`src/rtl/asym_bram_pingpong_ctrl.sv`:
```
// Ping-pong controller for a wide-write / narrow-read simple-dual-port block RAM.
// The RAM holds two banks of one frame each. The write stream fills one bank
// with wide beats while the read stream drains the other bank as narrow words.
// Bank ownership moves through the per-bank full flags. A bank is handed to the
// reader when its last beat is written. It is handed back to the writer when
// its last narrow word is issued to the RAM.
module asym_bram_pingpong_ctrl #(
    parameter int R_WIDTH      = 16,
    parameter int R_DEPTH      = 12,
    parameter int W_WIDTH      = 96,
    parameter int W_DEPTH      = R_WIDTH * R_DEPTH / W_WIDTH,
    parameter int W_ADDR_WIDTH = $clog2(2 * W_DEPTH),
    parameter int R_ADDR_WIDTH = $clog2(2 * R_DEPTH)
) (
    input  logic                    clk,
    input  logic                    rst,
    input  logic                    s_valid,
    output logic                    s_ready,
    input  logic [W_WIDTH-1:0]      s_data,
    input  logic                    s_last,
    output logic                    m_valid,
    input  logic                    m_ready,
    output logic [R_WIDTH-1:0]      m_data,
    output logic                    m_last,
    output logic                    ram_w_en,
    output logic [W_ADDR_WIDTH-1:0] ram_w_addr,
    output logic [W_WIDTH-1:0]      ram_w_data,
    output logic                    ram_r_en,
    output logic [R_ADDR_WIDTH-1:0] ram_r_addr,
    input  logic [R_WIDTH-1:0]      ram_r_data,
    output logic [1:0]              bank_full,
    output logic                    err
);

    localparam int WC_WIDTH = (W_DEPTH > 1) ? $clog2(W_DEPTH) : 1;
    localparam int RC_WIDTH = (R_DEPTH > 1) ? $clog2(R_DEPTH) : 1;

    localparam logic [WC_WIDTH-1:0]     WC_LAST      = WC_WIDTH'(W_DEPTH - 1);
    localparam logic [RC_WIDTH-1:0]     RC_LAST      = RC_WIDTH'(R_DEPTH - 1);
    localparam logic [W_ADDR_WIDTH-1:0] W_BANK1_BASE = W_ADDR_WIDTH'(W_DEPTH);
    localparam logic [R_ADDR_WIDTH-1:0] R_BANK1_BASE = R_ADDR_WIDTH'(R_DEPTH);

    logic [1:0]          full_q;
    logic [1:0]          full_d;
    logic                wb_q;
    logic [WC_WIDTH-1:0] wc_q;
    logic                rb_q;
    logic [RC_WIDTH-1:0] rc_q;
    logic                m_valid_q;
    logic                m_last_q;
    logic                err_q;

    logic                w_accept;
    logic                w_beat_last;
    logic                w_frame_end;
    logic                r_issue;
    logic                r_word_last;
    logic                r_bank_end;

    // The writer may proceed only while its bank is empty. Reset forces the
    // stream closed so nothing lands in the RAM during reset.
    assign s_ready     = !full_q[wb_q] && !rst;
    assign w_accept    = s_valid && s_ready;
    assign w_beat_last = (wc_q == WC_LAST);
    assign w_frame_end = w_accept && w_beat_last;

    // A new RAM read is issued when the current bank has data and the output
    // slot is free or is being emptied this cycle. The RAM output register
    // doubles as the output data register, so holding off the read enable
    // keeps m_data stable under backpressure.
    assign r_issue     = full_q[rb_q] && (!m_valid_q || m_ready) && !rst;
    assign r_word_last = (rc_q == RC_LAST);
    assign r_bank_end  = r_issue && r_word_last;

    assign ram_w_en   = w_accept;
    assign ram_w_addr = (wb_q ? W_BANK1_BASE : '0) + W_ADDR_WIDTH'(wc_q);
    assign ram_w_data = s_data;

    assign ram_r_en   = r_issue;
    assign ram_r_addr = (rb_q ? R_BANK1_BASE : '0) + R_ADDR_WIDTH'(rc_q);

    assign m_valid    = m_valid_q;
    assign m_last     = m_last_q;
    assign m_data     = ram_r_data;
    assign bank_full  = full_q;
    assign err        = err_q;

    // Next full flags: the writer sets its bank, the reader clears its bank.
    // Both can happen in one cycle only on different banks.
    always_comb begin
        full_d = full_q;
        if (w_frame_end) begin
            full_d[wb_q] = 1'b1;
        end
        if (r_bank_end) begin
            full_d[rb_q] = 1'b0;
        end
    end

    // Bank ownership register.
    always_ff @(posedge clk) begin
        if (rst) begin
            full_q <= 2'b00;
        end else begin
            full_q <= full_d;
        end
    end

    // Write bank and beat counter. The frame length comes from the counter,
    // not from s_last.
    always_ff @(posedge clk) begin
        if (rst) begin
            wb_q <= 1'b0;
            wc_q <= '0;
        end else if (w_accept) begin
            if (w_beat_last) begin
                wb_q <= ~wb_q;
                wc_q <= '0;
            end else begin
                wc_q <= wc_q + WC_WIDTH'(1);
            end
        end
    end

    // Read bank and word counter, advanced on every RAM read issue.
    always_ff @(posedge clk) begin
        if (rst) begin
            rb_q <= 1'b0;
            rc_q <= '0;
        end else if (r_issue) begin
            if (r_word_last) begin
                rb_q <= ~rb_q;
                rc_q <= '0;
            end else begin
                rc_q <= rc_q + RC_WIDTH'(1);
            end
        end
    end

    // Output valid/last track the RAM's one-cycle read latency. They hold while
    // the consumer stalls and drop once the word is taken with nothing behind it.
    always_ff @(posedge clk) begin
        if (rst) begin
            m_valid_q <= 1'b0;
            m_last_q  <= 1'b0;
        end else if (r_issue) begin
            m_valid_q <= 1'b1;
            m_last_q  <= r_word_last;
        end else if (m_ready) begin
            m_valid_q <= 1'b0;
            m_last_q  <= 1'b0;
        end
    end

    // Sticky framing error: s_last must coincide exactly with the final beat.
    always_ff @(posedge clk) begin
        if (rst) begin
            err_q <= 1'b0;
        end else if (w_accept && (s_last != w_beat_last)) begin
            err_q <= 1'b1;
        end
    end

endmodule

```
`config.mk`:
```
export PLATFORM = sky130hd
export DESIGN_NAME = asym_bram_pingpong_ctrl
export DESIGN_NICKNAME = d
export VERILOG_FILES = /design/src/rtl/asym_bram_pingpong_ctrl.sv
export SDC_FILE = /design/constraint.sdc
export NUM_CORES = 1
export LEC_CHECK = 0
export CAP_MARGIN = 0
export CORE_AREA = 8 8 89 91
export CTS_CLUSTER_DIAMETER = 40
export DETAILED_ROUTE_END_ITERATION = 10
export DIE_AREA = 0 0 97 99
export GPL_TIMING_DRIVEN = 0
export PLACE_DENSITY = 0.85
export SYNTH_ARGS = -nofsm -noshare
export SYNTH_HDL_FRONTEND = slang
export SYNTH_SLANG_ARGS = --single-unit
```
`constraint.sdc`:
```
create_clock -name clk -period 3.9 [get_ports clk]
set_input_delay 1.17 -clock clk [delete_from_list [all_inputs] [get_ports clk]]
set_output_delay 1.17 -clock clk [all_outputs]
set_load 0.05 [all_outputs]
```
# Word level (Yosys, flattened, before mapping)
# Cells that the tools add are included.
# op_classes
bitwise,5
muxes,17
order_cmp,4
reduce_logical,16
n_eq_ne,2
addsub,4
# op_table
operator,count
$mux 1,10
$logic_and 1x1->1,9
$mux 4,2
$mux 2,3
$add 4x4->5,1
$add 4x1->4 const B,1
$eq 4x4->1 const B,1
$lt 1x2->1 const B,2
$reduce_and 2->1,2
$logic_not 1->1,3
$add 2x1->2,1
$and 2x2->2,1
$demux 1 s1,2
$ge 1x1->1 const B,2
$not 1->1,2
$not 2->2,1
$or 2x2->2,1
$reduce_bool 2->1,1
$add 1x1->1 const B,1
$logic_or 1x1->1,1
$ne 1x1->1,1
# totals
regBits,12
out_inout_bits,127
elab_cells,56
inputBits,117

# Longest topological paths before layout
# Gate-level depths: netlist of the first run.
# logic_depth
word_depth,9
ltp_mapped,6
mapped_depth_nobuf,5

# Worst setup path after synthesis of the first run
# Ideal clock, no wire load.
# synth_path
path_kind,input-to-output
start,input rst
end,output ram_r_en
arrival_time_ns,2.026
n_path_buf,1
path_slack_ns,0.704
cell_stages,3
required_time_ns,2.730
cell_sequence,or3_1 -> buf_2 -> inv_1
# synth_via
elab_chain_cells,2
# synth_rtl
item,line_no,source
start: declaration,16,"input logic rst,"
$logic_not 1->1,71,assign r_issue = full_q[rb_q] && (!m_valid_q || m_ready) && !rst;
$logic_and 1x1->1,71,
end: declaration,28,"output logic ram_r_en,"
# No other way between the ends.

# Worst setup path after layout of the first run
# layout_path
start,input m_ready
end,output ram_r_en
# layout_via
elab_chain_cells,3
# layout_rtl
item,line_no,source
start: declaration,22,"input logic m_ready,"
$logic_or 1x1->1,71,
$logic_and 1x1->1 (2 in a row),71,
# No other way between the ends.

==> results of run 1 <==
[layout by cell type (no fill, tap or decap), types with 3 or more instances in the layout]
cell	count
clkdlybuf4s50_1	128
inv_1	9
dfxtp_1	12
a21oi_1	5
nand3_1	3
nand2_1	5
nor2_1	4
clkbuf_8	3
nor2b_1	3
buf_4	116
[power groups by stage]
stage / Clock, W / Combinational [W] / Sequential, W
2_1_floorplan: 0 / 0.000340 / 0.000143
5_1_grt: 0.000119 / 0.000499 / 0.000134
4_1_cts: 0.000115 / 0.000486 / 0.000133
3_5_place_dp: 0 / 0.000486 / 0.000135
3_3_place_gp: 0 / 0.000483 / 0.000135
6_report: 0.000111 / 0.000481 / 0.000133
[registers in the layout (all words and copies together), names as in the netlist]
register	count
bank_full	2
err	1
m_last	1
m_valid	1
rb_q	1
rc_q	4
w_beat_last	1
wb_q	1
[critical path, cell delays in order]
cell and delay, ns:
clkdlybuf4s50_1 0.48, nor2b_1 0.07, or3_1 0.29, buf_2 0.15
inv_1 0.12, buf_2 0.30
[how the worst min path moves through the flow]
stage               startpoint  endpoint
global route               err       err
global placement           err       err
detailed placement         err       err
finish                     err       err
floorplan              rc_q[1]   rc_q[1]
CTS                        err       err
[repair_timing]
action                     in CTS  in global routing
hold buffers                    0                  0
setup endpoints to repair       3                  3
resized for setup               8                  5
[through the flow]
step | area (µm²) | setup WS, ns | cells
floorplan | 1445 | 0.7045 | 183
global placement | 2856 | -0.4371 | 394
detailed placement | 2856 | -0.4386 | 394
CTS | 2900 | 0.01157 | 397
global route | 2890 | 0.04555 | 397
finish | 2890 | 0.1314 | 397
[kinds of logic after synthesis]
group,count (synthesis),share of synthesized area
buffers and inverters,128,0.6346
and+or+nand+nor,21,0.07446
AOI/OAI and AO/OA,14,0.06148
DFF,12,0.1662
xor gates and xnor gates,3,0.01819
adders and majority gates,3,0.03117
muxes,2,0.01385
[Yosys cell counts, types with 2 or more instances]
master    number
nand3_1        3
nor2_1         4
inv_1         10
a21oi_1        5
a31oi_1        2
ha_1           2
nor2b_1        3
nand3b_1       2
dfxtp_1       12
mux2i_1        2
or3_1          2
xnor2_1        2
buf_4        116
o21ai_0        2
nand2_1        5
[layout make-up]
| class | instances | area [µm²] | area share |
|---|---|---|---|
| repair buffers | 131 | 1303 | 0.4506 |
| plain buffers | 118 | 880.8 | 0.3048 |
| multi-input cells | 43 | 287.8 | 0.09957 |
| flip-flops and latches | 12 | 240.2 | 0.08312 |
| well taps | 80 | 100.1 | 0.03463 |
| clock buffers | 3 | 41.29 | 0.01429 |
| inverters | 10 | 37.54 | 0.01299 |
[per-layer routing]
metal  share of wire  vias up
met5               0        -
li1                -      726
met4          0.0059        0
met1            0.31      647
met3            0.14        5
met2            0.54      132
==> results.md, run 1 <==
* Maximum resistive drop on vdd at 144.4 µV
* Worst-case hold slack at 0.4861 ns
* Die area at 9603 µm²
* Die height at 99 µm
* Core Box Area at 6569 µm²
* Critical path type: in2out
* CP Data Arrival Time at 2.60 ns
* Post-CTS Setup Repair Bufs at 0
* Vias in the first global route at 1737
* HP Class: reg2reg
* Clock network power share at 0.153
* Clock root buffer: clkbuf_8
* CP Capture Type: output pin
* Fin. max-slew vios at 0
* Via count at 1510
* Met3 usage at 0.06648
* WP data required at 2.73 ns
* FF-to-FF Start: rc_q[0]
* Max transition margin at 0.4859
* Final core occ at 0.4400
* Ranking of synthesized cells by area: buf_4 (60%), dfxtp_1 (17%), inv_1 (2.6%)
* Pleak at 1.332 nW
* Hold Vio Cnt, Final at 0
* Setup TNS at 0 ns
* EDFF count, synth at 0
* Max Cap Violations at 0
* Yosys Warn Count at 0
* Hold depth at 1
* First-pass iteration count of the detailed router at 4
* Mean post-synth cell area at 7.897 µm²
* Reg2reg path depth at 5
* RSZ-0062 raised after global routing: no
* CP max FO at 6
* Async S/R FF share, synth at 0
* Initial antenna violation count at 0
* Starting Density at 0.2200
* Status: finished, final reports clean
* Via density at 3.804
* Yosys cell types at 26
* Num ports at 244
* Clock transition at path regs at 0.05 ns
* Switch Pwr at 0.0003411 W
* Clock Tree Buf Depth at 2
* Clk sink count at 12
* Worst-Margin Slew at 0.7641 ns
* Sequential area share after synthesis at 0.1662
* Largest net degree at the start of global routing at 11
* Global-route wire length before repair at 8.818 mm
* Area Overhead vs Synth at 100.0%
* Rows at 30
* Drt wl/cell at 14.96 µm
* GP Congestion at 0.7663
* Overall Global Routing Usage at 0.1114
* CTS tree: built
* Die X at 97 µm
* Pwr dens at 250.9 nW/µm²
* Cell area after synthesis at 1445 µm²
* Gate power share at 0.663
* CP startpoint kind: input pin
* Final Critical Period at 3.769 ns
* Nets@finish at 439
* H-Tree Level Count at 1
* Fillers at 649
* Share of layout cells above drive strength 1 at 0.3975
* Setup crit start: m_ready
* Sw Ratio at 0.4703
* Int Pwr at 0.0003842 W
* FMAX at 265.4 MHz
* Met1 Use GR at 0.09783
* Tcrit/Tclk final at 0.9663
* Cells after Synth at 183
* Met2 usage at 0.2125
* Post-Syn Nets at 303
* Gr ovfl total at 0
* Busiest grt layer: met2
* Final setup vio count at 0
* IO buf count at 131
* Placed wire-length estimate at 5.533 mm
* R2R Path End: rb_q
* Reg2reg setup slack at 2.21 ns
* Final ANT Viol Nets at 0
* Dominant synthesized flop cell: dfxtp_1
* Power Total at 0.0007252 W
* Latest clock arrival within the worst-skew pair at 0.24 ns
* Top cell type's share of synthesized area at 0.6026
* WL final at 5.938 mm
* Clk_skew at 0.003099 ns
* Inserted Clock Buffers at 3
* Initial drt markers at 13
* Sequential power share at 0.184
* Critical path destination: ram_r_en
* Synth area leader: buf_4
* DR DRC count at 0
* Synthesized flop and latch total at 12
* Antenna fix cells at 0
Power figures use the tool's default switching activity.
==> run 2: changes to the inputs <==
Settings changed: CELL_PAD_IN_SITES_DETAIL_PLACEMENT set to 1, CELL_PAD_IN_SITES_GLOBAL_PLACEMENT set to 1, CORE_AREA 8 8 89 91 to unset, CORE_ASPECT_RATIO set to 1.4, CORE_MARGIN set to 8, CORE_UTILIZATION set to 13, CTS_CLUSTER_DIAMETER 40 to unset, DIE_AREA 0 0 97 99 to unset, PLACE_DENSITY 0.85 to 0.86.
==> results.md, run 2 (same netlist as run 1, synthesis figures left out) <==
* Sequential power share at 0.160 (-0.024)
* GP Congestion at 0.7440 (-2.9%)
* WP data required at 2.73 ns (about the same)
* # hold bufs at CTS at 0 (unchanged)
* Clk_skew at 0.001996 ns (-0.001103 ns)
* Setup TNS at 0 ns (unchanged)
* CTS tree: built
* Die area at 14790 µm² (+54%)
* Top reg by flops: rc_q
* Initial antenna violation count at 1 (+1)
* Final Critical Period at 3.771 ns (+0.002059 ns)
* Inserted Clock Buffers at 3 (unchanged)
* CP max FO at 10 (+4)
* Die X at 105.1 µm (+8.4%)
* Area Overhead vs Synth at 108.7%
* Rows at 45 (+50%)
* Int Pwr at 0.0004718 W (+23%)
* Final core occ at 0.2776 (-0.1624)
* Gate power share at 0.586 (-0.077)
* Most common cell after layout, fill and taps aside: clkdlybuf4s50_1
* Clock network power share at 0.254 (+0.101)
* Latest clock arrival within the worst-skew pair at 0.25 ns (about the same)
* Post-placement cell count at 455 (+15%)
* CP Cell Sequence: clkdlybuf4s50_1 > clkbuf_2 > inv_1 > and2_1 > clkdlybuf4s15_2
* Nets@finish at 439 (unchanged)
* Worst stage delay on the critical path at 0.43 ns (-0.05 ns)
* Clock transition at path regs at 0.04 ns (about the same)
* Max reg flops at 4 (unchanged)
* Final ANT Viol Nets at 0 (unchanged)
* Switch Pwr at 0.0003645 W (+6.9%)
* FMAX at 265.2 MHz (about the same)
* Fin. max-slew vios at 0 (unchanged)
* Pwr dens at 277.3 nW/µm² (+10%)
* Share of layout cells above drive strength 1 at 0.3962 (-0.001250)
* Num ports at 244 (unchanged)
* Max Cap Violations at 0 (unchanged)
* Clk sink count at 12 (unchanged)
* Placed wire-length estimate at 7.447 mm (+35%)
* CP startpoint kind: input pin
* Tcrit/Tclk final at 0.9668 (about the same)
* Hold Vio Cnt, Final at 0 (unchanged)
* Final setup vio count at 0 (unchanged)
* WL final at 8.041 mm (+35%)
* Post-CTS Setup Repair Bufs at 0 (unchanged)
* Status: finished, final reports clean
* H-Tree Level Count at 1 (unchanged)
* Vias in the first global route at 1889 (+8.8%)
* Antenna fix cells at 0 (unchanged)
* Via density at 3.542 (-6.9%)
* DR DRC count at 0 (unchanged)
* Global-route wire length before repair at 11.35 mm (+29%)
* CP Data Arrival Time at 2.60 ns (about the same)
* Gr ovfl total at 0 (unchanged)
* Pleak at 1.356 nW (+1.8%)
* Core Box Area at 10870 µm² (+65%)
* Initial drt markers at 31 (+18)
* CP max stage cell: clkdlybuf4s50_1
* Clock Tree Buf Depth at 2 (unchanged)
* Max transition margin at 0.4766 (-0.009290)
* Most frequent cells in the layout: clkdlybuf4s50_1 (128), buf_4 (116), dfxtp_1 (12)
* Clock root buffer: clkbuf_16
* Die height at 140.8 µm (+42%)
* Via count at 1626 (+7.7%)
* Post-route non-filler standard cell count at 459 (+16%)
* Critical path type: in2out
* HP Class: reg2reg
* Drt wl/cell at 17.52 µm (+17%)
* RSZ-0062 raised after global routing: no
* Worst-Margin Slew at 0.7779 ns (+0.01381 ns)
* IO buf count at 131 (unchanged)
* First-pass iteration count of the detailed router at 2 (-2)
* Fillers at 1306 (+100%)
* Overall Global Routing Usage at 0.1016 (-0.009850)
* CP Capture Type: output pin
* Starting Density at 0.1330 (-0.08701)
* Maximum resistive drop on vdd at 113.3 µV (-22%)
* Largest net degree at the start of global routing at 11 (unchanged)
* Sw Ratio at 0.4358 (-0.03446)
run 2: cell types whose count changed in the layout (fill, tap and decap cells not counted):
cell	previous run	this run
clkbuf_16	0	3
clkbuf_2	2	1
inv_1	9	10
clkbuf_8	3	1
inv_2	1	0
clkbuf_4	0	1
run 2: worst max-delay path: cells and delay by family:
kind	cells	cell delay [ns]
buffers and inverters	4	1.23
AND/OR/NAND/NOR	1	0.18
run 2: metal layers:
| metal | vias up | share of wire | global-route usage | wire length [µm] |
|---|---|---|---|---|
| met5 | - | 0.0016 | 0 | 13 |
| met4 | 2 | 0.014 | 0.03846 | 115 |
| met3 | 7 | 0.23 | 0.09900 | 1826 |
| met2 | 198 | 0.45 | 0.1666 | 3588 |
| met1 | 691 | 0.31 | 0.08100 | 2496 |
| li1 | 728 | - | - | - |
run 2: layout make-up:
cell class,instances,area [µm²],area share
sequential,12,240.2,0.07963
tap,141,176.4,0.05848
multi-input combinational,43,287.8,0.09540
clock buffer,4,88.84,0.02945
inverter,10,37.54,0.01244
timing repair buffer,131,1305,0.4326
buffer,118,880.8,0.2920
run 2: repair_timing:
| action | in CTS | in global routing |
|---|---|---|
| resized for setup | 13 | 2 |
| setup endpoints to repair | 3 | 2 |
| pin swaps | 0 | 0 |
| hold endpoints to repair | 0 | 0 |
run 2: power groups by stage:
stage                     Combinational [W]  Clock (W)  Sequential [W]
final                              0.000490   0.000212        0.000134
after global routing               0.000510   0.000218        0.000134
after CTS                          0.000498   0.000215        0.000134
after detailed placement           0.000497          0        0.000136
after global placement             0.000494          0        0.000135
after floorplan                    0.000340          0        0.000143
run 2: through the flow:
step | hold WS (ns) | area (µm²) | setup WS (ns) | power, W
after CTS | 0.4755 | 3019 | 0.003268 | 0.0008467
final | 0.4726 | 3017 | 0.1293 | 0.0008364
after global placement | 0.4532 | 2933 | -0.5375 | 0.0006296
after floorplan | 0.4642 | 1445 | 0.7045 | 0.0004828
after global routing | 0.4871 | 3017 | 0.008615 | 0.0008624
after detailed placement | 0.4589 | 2933 | -0.5285 | 0.0006330
run 2: final timing paths:
kind | from | to | slack, ns | depth (start not counted)
worst min-delay path | err | err | 0.47 | 1
worst max register to register | rc_q[0] | rb_q | 2.17 | 5
worst max-delay path | rst | s_ready | 0.13 | 5
worst min register to register | err | err | 0.47 | 1
==> run 3: changes to the inputs <==
Settings changed: RECOVER_POWER set to 50, TNS_END_PERCENT set to 100.
==> results.md, run 3 (same netlist as run 1, synthesis figures left out) <==
* Via density at 3.551 (+0.25%)
* Vias in the first global route at 1889 (unchanged)
* IO buf count at 131 (unchanged)
* Via count at 1630 (+0.25%)
* Post-placement cell count at 455 (unchanged)
* Hold endpoint: err
* Clock transition at path regs at 0.04 ns (about the same)
* CP Capture Type: output pin
* Clock root buffer: clkbuf_16
* Pwr dens at 273.2 nW/µm² (-1.5%)
* Num ports at 244 (unchanged)
* Initial antenna violation count at 1 (unchanged)
* Gr ovfl total at 0 (unchanged)
* First-pass iteration count of the detailed router at 2 (unchanged)
* FF-to-FF Start: rc_q[0]
* Reg2reg setup slack at 2.18 ns (about the same)
* Final Critical Period at 3.769 ns (-0.001157 ns)
* Worst-case hold slack at 0.4676 ns (-0.004940 ns)
* Die area at 14790 µm² (unchanged)
* Rows at 45 (unchanged)
* Initial drt markers at 31 (unchanged)
* CTS tree: built
* FMAX at 265.3 MHz (about the same)
* Final ANT Viol Nets at 0 (unchanged)
* Latest clock arrival within the worst-skew pair at 0.25 ns (about the same)
* Max reg flops at 4 (unchanged)
* WP data required at 2.73 ns (about the same)
* Die X at 105.1 µm (unchanged)
* Inserted Clock Buffers at 3 (unchanged)
* Pleak at 1.400 nW (+3.3%)
* Most common cell after layout, fill and taps aside: buf_4
* Pre-CTS setup slack at -0.5285 ns (unchanged)
* Nets@finish at 439 (unchanged)
* Drt wl/cell at 17.47 µm (-0.29%)
* CP Data Arrival Time at 2.60 ns (about the same)
* Fillers at 1306 (unchanged)
* Min-delay src: err
* Reg2reg path depth at 5 (unchanged)
* Fin. max-slew vios at 0 (unchanged)
* Final setup vio count at 0 (unchanged)
* Worst-Margin Slew at 0.7779 ns (+0.000003457 ns)
* Clk_skew at 0.001923 ns (-0.00007242 ns)
* CP max FO at 10 (unchanged)
* Top reg by flops: rc_q
* Max Cap Violations at 0 (unchanged)
* Hold Vio Cnt, Final at 0 (unchanged)
* RSZ-0062 raised after global routing: no
* Hold depth at 1 (unchanged)
* H-Tree Level Count at 1 (unchanged)
* Area Overhead vs Synth at 108.7% (unchanged)
* Core Box Area at 10870 µm² (unchanged)
* Critical path type: in2out
* Placed wire-length estimate at 7.447 mm (unchanged)
* PnR worst setup slack at 0.1305 ns (+0.001157 ns)
* Max transition margin at 0.4766 (about the same)
* Global-route wire length before repair at 11.35 mm (unchanged)
* Status: finished, final reports clean
* Clk sink count at 12 (unchanged)
* WL final at 8.018 mm (-0.29%)
* Maximum resistive drop on vdd at 113.0 µV (-0.28%)
* Largest net degree at the start of global routing at 11 (unchanged)
* Die height at 140.8 µm (unchanged)
* Antenna fix cells at 0 (unchanged)
* Most frequent cells in the layout: buf_4 (116), clkdlybuf4s50_1 (71), dlygate4sd3_1 (57)
* Share of layout cells above drive strength 1 at 0.3962 (unchanged)
* Post-CTS Setup Repair Bufs at 0 (unchanged)
* CP startpoint kind: input pin
* Tcrit/Tclk final at 0.9665 (about the same)
* Overall Global Routing Usage at 0.1016 (unchanged)
* R2R Path End: rb_q
* Post-route non-filler standard cell count at 459 (unchanged)
* HP Class: reg2reg
* Clock Tree Buf Depth at 2 (unchanged)
* GP Congestion at 0.7440 (unchanged)
* Starting Density at 0.1330 (unchanged)
* DR DRC count at 0 (unchanged)
-- run 3: cell types whose count changed in the layout (fill, tap and decap cells not counted) --
cell and delta:
dlygate4sd3_1 +57, clkdlybuf4s50_1 -57
-- run 3: metrics by stage --
step                area [µm²]    util  TNS, ns  total power (W)
finish                    3017  0.2776        0        0.0008240
global route              3017  0.2776        0        0.0008502
CTS                       3019  0.2778        0        0.0008467
detailed placement        2933  0.2699   -1.474        0.0006330
global placement          2933  0.2699   -1.453        0.0006296
floorplan                 1445       -        0        0.0004828
-- run 3: where the power goes --
part	switching (W)	leakage, nW	internal, W
Sequential	0.00000554	0.0974	0.000128
Combinational	0.000300	1.26	0.000178
Clock	0.0000574	0.0442	0.000155
Total	0.000363	1.40	0.000461
-- run 3: layout make-up --
cell class	count	area, µm²	area share
Multi-Input combinational cell	43	287.8	0.09540
Sequential cell	12	240.2	0.07963
Clock buffer	4	88.84	0.02945
Tap cell	141	176.4	0.05848
Inverter	10	37.54	0.01244
Buffer	118	880.8	0.2920
Timing Repair Buffer	131	1305	0.4326
-- run 3: worst max path at each step --
| stage | from | to | slack [ns] |
|---|---|---|---|
| global placement | rst | ram_w_en | -0.54 |
| global route | m_ready | ram_r_en | 0.009 |
| detailed placement | rst | ram_w_en | -0.53 |
| floorplan | rst | ram_r_en | 0.70 |
| finish | rst | s_ready | 0.13 |
| CTS | rst | ram_w_en | 0.003 |
-- run 3: worst max-delay path, cell delays in order --
cell and delay (ns):
clkdlybuf4s50_1 0.43, clkbuf_2 0.20, inv_1 0.21, and2_1 0.18, clkdlybuf4s15_2 0.39
-- run 3: per-layer routing --
metal	track usage	up-vias	wire length [µm]
met5	0	-	13
met4	0.03846	2	115
met3	0.09900	7	1822
met2	0.1666	198	3588
met1	0.08100	695	2478
li1	-	728	-
-- run 3: repair_timing --
action	in CTS	in global routing
endpoints found under the setup margin	3	2
gates resized for setup	13	2
hold buffers	0	0
